### src/rtl/pipeline_stage_reg.sv
// Elastic PC + instruction pipeline register with a 2-entry skid buffer and synchronous flush.
// Optional saturating statistics counters are compiled in with PIPE_STAGE_STATS_EN.
module pipeline_stage_reg #(
   parameter int unsigned             PC_W      = 32,
   parameter int unsigned             INSTR_W   = 32,
   parameter logic [INSTR_W-1:0]      NOP_INSTR = INSTR_W'(32'h00000013),
   parameter int unsigned             CNT_W     = 16
) (
   input  logic               clk,
   input  logic               rst,
   input  logic               inValid,
   output logic               inReady,
   input  logic [PC_W-1:0]    pcIn,
   input  logic [INSTR_W-1:0] instrIn,
   input  logic               flush,
   output logic               outValid,
   input  logic               outReady,
   output logic [PC_W-1:0]    pcOut,
   output logic [INSTR_W-1:0] instrOut,
   output logic [CNT_W-1:0]   stallCycles,
   output logic [CNT_W-1:0]   bubbleCycles,
   output logic [CNT_W-1:0]   flushCount
);

   typedef enum logic [1:0] {StEmpty, StFull, StSkid} state_e;

   state_e               state_q, state_d;
   logic [PC_W-1:0]      main_pc_q, main_pc_d;
   logic [INSTR_W-1:0]   main_instr_q, main_instr_d;
   logic [PC_W-1:0]      skid_pc_q, skid_pc_d;
   logic [INSTR_W-1:0]   skid_instr_q, skid_instr_d;

   // Handshake outputs come straight from the state register.
   assign inReady  = (state_q != StSkid);
   assign outValid = (state_q != StEmpty);
   assign pcOut    = main_pc_q;
   assign instrOut = outValid ? main_instr_q : NOP_INSTR;

   always_comb begin
      state_d      = state_q;
      main_pc_d    = main_pc_q;
      main_instr_d = main_instr_q;
      skid_pc_d    = skid_pc_q;
      skid_instr_d = skid_instr_q;
      unique case (state_q)
         StEmpty: begin
            if (inValid) begin
               main_pc_d    = pcIn;
               main_instr_d = instrIn;
               state_d      = StFull;
            end
         end
         StFull: begin
            if (outReady) begin
               if (inValid) begin
                  main_pc_d    = pcIn;
                  main_instr_d = instrIn;
               end else begin
                  state_d = StEmpty;
               end
            end else if (inValid) begin
               skid_pc_d    = pcIn;
               skid_instr_d = instrIn;
               state_d      = StSkid;
            end
         end
         StSkid: begin
            if (outReady) begin
               main_pc_d    = skid_pc_q;
               main_instr_d = skid_instr_q;
               state_d      = StFull;
            end
         end
         default: state_d = StEmpty;
      endcase
      // Flush wins: any beat accepted this cycle is dropped and pcOut keeps its value.
      if (flush) begin
         state_d      = StEmpty;
         main_pc_d    = main_pc_q;
         main_instr_d = main_instr_q;
         skid_pc_d    = skid_pc_q;
         skid_instr_d = skid_instr_q;
      end
   end

   always_ff @(posedge clk or posedge rst) begin
      if (rst) begin
         state_q      <= StEmpty;
         main_pc_q    <= '0;
         main_instr_q <= NOP_INSTR;
         skid_pc_q    <= '0;
         skid_instr_q <= NOP_INSTR;
      end else begin
         state_q      <= state_d;
         main_pc_q    <= main_pc_d;
         main_instr_q <= main_instr_d;
         skid_pc_q    <= skid_pc_d;
         skid_instr_q <= skid_instr_d;
      end
   end

`ifdef PIPE_STAGE_STATS_EN
   logic [CNT_W-1:0] stall_q, bubble_q, flush_cnt_q;

   // Counters stick at all-ones instead of wrapping.
   always_ff @(posedge clk or posedge rst) begin
      if (rst) begin
         stall_q     <= '0;
         bubble_q    <= '0;
         flush_cnt_q <= '0;
      end else begin
         if (outValid && !outReady && (stall_q != '1)) begin
            stall_q <= stall_q + 1'b1;
         end
         if (!outValid && (bubble_q != '1)) begin
            bubble_q <= bubble_q + 1'b1;
         end
         if (flush && (flush_cnt_q != '1)) begin
            flush_cnt_q <= flush_cnt_q + 1'b1;
         end
      end
   end

   assign stallCycles  = stall_q;
   assign bubbleCycles = bubble_q;
   assign flushCount   = flush_cnt_q;
`else
   assign stallCycles  = '0;
   assign bubbleCycles = '0;
   assign flushCount   = '0;
`endif

endmodule
### config.mk
export PLATFORM = sky130hd
export DESIGN_NAME = pipeline_stage_reg
export DESIGN_NICKNAME = d
export VERILOG_FILES = /design/src/rtl/pipeline_stage_reg.sv
export SDC_FILE = /design/constraint.sdc
export NUM_CORES = 1
export LEC_CHECK = 0
export BUFFER_PORTS_ARGS = -buffer_cell sky130_fd_sc_hd__buf_2
export CAP_MARGIN = 0
export CORE_MARGIN = 5
export CORE_UTILIZATION = 45
export CTS_BUF_LIST = sky130_fd_sc_hd__clkbuf_8
export DETAILED_ROUTE_END_ITERATION = 12
export PLACE_DENSITY = 0.73
export SLEW_MARGIN = 10
export SYNTH_ARGS = -nofsm -noshare
export SYNTH_HDL_FRONTEND = slang
export SYNTH_SLANG_ARGS = --single-unit
### constraint.sdc
create_clock -name clk -period 4.7 [get_ports clk]
set_clock_uncertainty 0.2 [all_clocks]
set_input_delay 0.47 -clock clk [delete_from_list [all_inputs] [get_ports clk]]
set_output_delay 0.47 -clock clk [all_outputs]
set_load 0.02 [all_outputs]
==> results of run 1 <==
-- Yosys cell counts, drive strengths merged, types with 2 or more instances --
| master | n |
|---|---|
| mux2 | 192 |
| dfrtp | 124 |
| buf | 63 |
| nor2b | 29 |
| clkbuf | 8 |
| dfstp | 6 |
| or2 | 3 |
| inv | 2 |
| nand2 | 2 |
| nor2 | 2 |
| o31ai | 2 |
-- through the flow --
step | setup slack [ps] | std cells | utilization | power [W] | area [um^2]
finish | 1960 | 765 | 0.547 | 0.00327 | 7300
global route | 1840 | 765 | 0.547 | 0.00346 | 7300
global placement | 1980 | 732 | 0.514 | 0.00225 | 6860
detailed placement | 1920 | 732 | 0.514 | 0.00229 | 6860
floorplan | 571 | 488 | - | 0.00208 | 6370
CTS | 1870 | 765 | 0.547 | 0.00332 | 7300
-- logic make-up after synthesis --
group	share of synthesized area
mux	0.351
flops	0.526
buf+inv	0.0763
simple gates	0.0404
compound gates	0.00565
other cells	0.000605
-- worst max-delay path, stage by stage, from the launching register on --
cell and delay (ps):
dfrtp_1 500, nand2b_4 820, buf_2 310
-- power groups by stage --
stage                     registers [W]  logic, W  clock network (W)
after global placement          0.00154  0.000705                  0
after CTS                       0.00154  0.000733            0.00104
final                           0.00154  0.000719            0.00101
after floorplan                 0.00160  0.000487                  0
after global routing            0.00158  0.000784            0.00110
after detailed placement        0.00156  0.000733                  0
-- path summary, 6_finish.rpt --
check                                             from                      endpoint  slack (ps)  cells past startpoint
max in group asynchronous                          rst   main_instr_q[0]$_DFFE_PP1P_        2840                      4
min in group asynchronous                          rst         pcOut[24]$_DFFE_PP0P_         480                      3
worst min register to register   pcOut[26]$_DFFE_PP0P_         pcOut[26]$_DFFE_PP0P_         290                      1
worst min-delay path                          pcIn[17]     skid_pc_q[17]$_DFFE_PP0P_          80                      2
worst max-delay path            state_q[0]$_DFFE_PP0P_                       inReady        1960                      2
worst max register to register  state_q[1]$_DFFE_PP0P_  main_instr_q[29]$_DFFE_PP0P_        2050                      4
-- final cells by class --
| type | count | area, um^2 | share of cell area |
|---|---|---|---|
| Sequential cell | 130 | 3260 | 0.447 |
| Inverter | 2 | 10.0 | 0.00137 |
| Tap cell | 176 | 220 | 0.0302 |
| Timing Repair Buffer | 140 | 718 | 0.0984 |
| Clock buffer | 20 | 275 | 0.0377 |
| Clock inverter | 12 | 156 | 0.0214 |
| Multi-Input combinational cell | 285 | 2660 | 0.364 |
-- cells in the final DEF (no fill, tap or decap), drive strengths merged --
| cell type | count |
|---|---|
| mux2 | 192 |
| o21ba | 1 |
| bufinv | 3 |
| a21oi | 1 |
| nand2 | 2 |
| nor2 | 2 |
| clkbuf | 20 |
| nor4b | 1 |
| or4bb | 1 |
| inv | 2 |
| conb | 48 |
| nand2b | 1 |
| buf | 139 |
| mux2i | 1 |
| dfstp | 6 |
| clkinvlp | 1 |
| clkinv | 8 |
| dlygate4sd3 | 1 |
| dfrtp | 124 |
| or3b | 1 |
| o31ai | 2 |
| nor2b | 29 |
| or2 | 3 |
-- sequential cells by signal, summed over array words and instances, names as in the netlist --
name	count
skid_pc_q	32
skid_instr_q	32
state_q	2
main_instr_q	32
pcOut	32
-- per-layer routing --
metal	vias to the layer above	track usage	part of all wire
li1	1702	-	-
met1	1884	0.178	0.40
met2	140	0.268	0.49
met3	15	0.0693	0.10
met4	0	0.0530	0.013
met5	-	0	0
==> impl_metrics.yaml, run 1 <==
timing:
  slew_headroom: 0.347
  layout_min_cycle_time_ps: 2740
  setup-violations-final: 0
  whs_ps: 76.9
  max_freq_mhz: 364
  hold_viol_final: 0
  slew_viol_final: 0
  rsz0062_at_grt: "no"
  tightest_slew_ps: 980
  timing.final.crit_share: 0.584
  finalSetupTns_ps: 0
finish:
  nets: 645
  fillerInstances: 1146
  synthToLayoutAreaGrowth_pct: 17.8
  antennaDiodeCount: 0
  drive_gt1_frac: 0.640
power_and_ir_drop:
  sequentialPowerShare: 0.471
  vdd_drop_max_mv: 0.306
  p_switching_w: 0.000931
  switching_share: 0.285
  clkPwrFrac: 0.309
  p_int_w: 0.00234
  p_per_area_mw_per_mm2: 448
  p_comb_frac: 0.220
  p_leak_nw: 3.45
grt:
  grt_max_degree: 67
  gr-total-overflow: 0
  grt_pass1_wl_um: 20400
  antenna_found_initial: 0
  grt_pass1_vias: 4111
  grt.total_usage: 0.158
worst_setup_path:
  critPathRequiredTime_ps: 4030
  end_kind: "output port"
  cp_data_arrival_time_ps: 2070
  path_max_fanout: 66
  cp-start-kind: "register"
  crit_type: "reg2out"
run:
  max_cap_viol_count: 0
synthesis:
  yosys.area.top_type: "dfrtp_1"
  synthTopCellsByArea: "dfrtp_1 (50%), mux2_2 (35%), buf_4 (5.8%)"
  syn_avg_cell_area_um2: 14.0
  async_flop_share: 1.00
  ys.flop_type: "dfrtp_1"
  synth.distinct_cells: 22
  synthesis.area_mm2: 0.00619
  yosys_warnings: 0
  synth_top_cell_area_share: 0.501
  synth_seq_cells: 130
  synth_seq_area_share: 0.526
  syn_inst: 441
  synth-edff-count: 0
detailed_routing:
  ant_nets: 0
  vias_per_cell: 4.89
  initialDrtViolationCount: 149
  dr.pass1.iters: 4
  wl_um: 12400
  detail_route.wl_per_cell_um: 16.2
  vias: 3741
  drc: 0
placement:
  hpwl_um: 8360
  routabilityCongestion: 0.706
  io_buffers: 134
clocking:
  clkLatencyLatePin_ps: 430
  numCtsBuffers: 17
  hold_buffers: 1
  cts_root_buffer: "clkbuf_8"
  cts.htree.levels: 4
  clock_sinks: 130
  post_cts_resize_count: 0
  clk_pin_slew_ps: 80
  cts_setup_buffers: 0
  tritoncts: "yes"
  clock_path_buffers: 2
die:
  die_h_um: 127
  die_width_um: 127
  dieArea_mm2: 0.0162
  boundaryPins: 183
  start_util: 0.464
  rows: 42
  coreArea_mm2: 0.0133
status:
  status: "completed"
worst_hold_path:
  hold_class: "in2reg"
(Power assumes the default switching activity.)
==> inputs of run 2 (changes only) <==
- clock period: 4.7 -> 2.7 ns (I/O delays scaled with it)
==> run 2 against run 1 <==
Wire length increased by 4.6%. First-iteration DRC count shrank 38%. Sequential power rose by 74%. Die area stayed put. Worst hold slack better by 59 ps. Critical endpoint is now main_instr_q[9]$_DFFE_PP0P_. Largest cell class unchanged.
==> impl_metrics.yaml, run 2 (synthesized netlist as in run 1, its figures left out) <==
finish:
  final_common_cell: "mux2_2"
  nets: 716
  post-route-util: 0.601
  stdcell_count: 836
  antennaDiodeCount: 0
  drive_gt1_frac: 0.576
  final_cell_mix: "mux2_2 (190), buf_2 (134), dfrtp_1 (124)"
  fin_area_mm2: 0.00803
  synthToLayoutAreaGrowth_pct: 29.6
detailed_routing:
  detail_route.wl_per_cell_um: 15.5
  dr.pass1.iters: 4
  ant_nets: 0
  drc: 0
  vias_per_cell: 4.80
  initialDrtViolationCount: 93
  vias: 4015
  wl_um: 12900
timing:
  rsz0062_at_grt: "no"
  slew_viol_final: 0
  timing.final.crit_share: 0.874
  finalSetupTns_ps: 0
  setup-violations-final: 0
  max_freq_mhz: 424
  layout_min_cycle_time_ps: 2360
  tightest_slew_ps: 575
  hold_viol_final: 0
  slew_headroom: 0.617
grt:
  grt_pass1_wl_um: 21600
  grt.total_usage: 0.166
  grtUsageMet3: 0.0618
  use_met2: 0.284
  grt_pass1_vias: 4450
  gr-total-overflow: 0
  grt_max_degree: 58
  top_usage_layer: "met2"
  antenna_found_initial: 0
  gr-usage-met1: 0.189
worst_setup_path:
  path_max_fanout: 29
  critPathRequiredTime_ps: 2800
  crit_type: "in2reg"
  end_kind: "register"
  cp-start-kind: "primary input"
  cp_data_arrival_time_ps: 2460
clocking:
  clk_pin_slew_ps: 70
  clock_sinks: 130
  post_cts_resize_count: 0
  cts_root_buffer: "clkbuf_8"
  clock_path_buffers: 2
  cts.htree.levels: 4
  tritoncts: "yes"
  numCtsBuffers: 17
  cts_setup_buffers: 0
  clkLatencyLatePin_ps: 430
  hold_buffers: 68
placement:
  dpl-instance-area_mm2: 0.00693
  hpwl_um: 8570
  io_buffers: 134
  routabilityCongestion: 0.694
  dp.cells: 736
die:
  dieArea_mm2: 0.0162
  start_util: 0.464
  coreArea_mm2: 0.0133
  die_h_um: 127
  die_width_um: 127
  rows: 42
  boundaryPins: 183
status:
  status: "completed"
power_and_ir_drop:
  p_per_area_mw_per_mm2: 711
  p_leak_nw: 3.75
  vdd_drop_max_mv: 0.373
worst_hold_path:
  hold_class: "in2reg"
run:
  max_cap_viol_count: 0
## run 2: cell count changes in the layout (fill, tap and decap cells not counted), moves of 2 or more
cell,delta
buf_12,+4
clkbuf_8,-2
clkinv_4,-2
clkinvlp_4,+2
dlygate4sd3_1,+67
## run 2: worst paths after layout
| kind | startpoint | to | slack (ps) | cells past startpoint |
|---|---|---|---|---|
| max in group asynchronous | rst | skid_instr_q[1]$_DFFE_PP1P_ | 1410 | 4 |
| min reg2reg | pcOut[24]$_DFFE_PP0P_ | pcOut[24]$_DFFE_PP0P_ | 300 | 1 |
| min in group asynchronous | rst | pcOut[21]$_DFFE_PP0P_ | 200 | 3 |
| max | outReady | main_instr_q[9]$_DFFE_PP0P_ | 340 | 6 |
| max reg2reg | state_q[1]$_DFFE_PP0P_ | main_instr_q[9]$_DFFE_PP0P_ | 400 | 4 |
| min | inValid | state_q[0]$_DFFE_PP0P_ | 140 | 4 |
## run 2: critical path, stage by stage
cell,delay (ps)
dlygate4sd3_1,530
buf_2,170
or4bb_1,560
o31ai_4,110
buf_4,420
mux2_2,390
## run 2: per-layer routing
metal  up-vias  share of wire
li1       1853              -
met1      2004           0.39
met2       140           0.50
met3        18          0.091
met4         0          0.015
met5         -              0
## run 2: through the flow
step | total power, W | hold WS, ps | worst slack, ps
after floorplan | 0.00363 | 168 | 626
after global placement | 0.00392 | 104 | 484
after detailed placement | 0.00400 | 110 | 401
after CTS | 0.00578 | 90.2 | 307
after global routing | 0.00603 | 122 | 250
final | 0.00570 | 136 | 340
## run 2: layout make-up
class / instances / area [um^2]
Fill cell: 1049 / 5320
Sequential cell: 130 / 3260
Multi-Input combinational cell: 285 / 2650
Timing Repair Buffer: 211 / 1470
Clock buffer: 18 / 248
Tap cell: 176 / 220
Clock inverter: 14 / 164
Inverter: 2 / 11.3
## run 2: report_power, final
group / internal [W] / leakage [nW] / switching [W]
Combinational: 0.000702 / 1.98 / 0.000644
Clock: 0.000934 / 0.210 / 0.000744
Sequential: 0.00245 / 1.56 / 0.000231
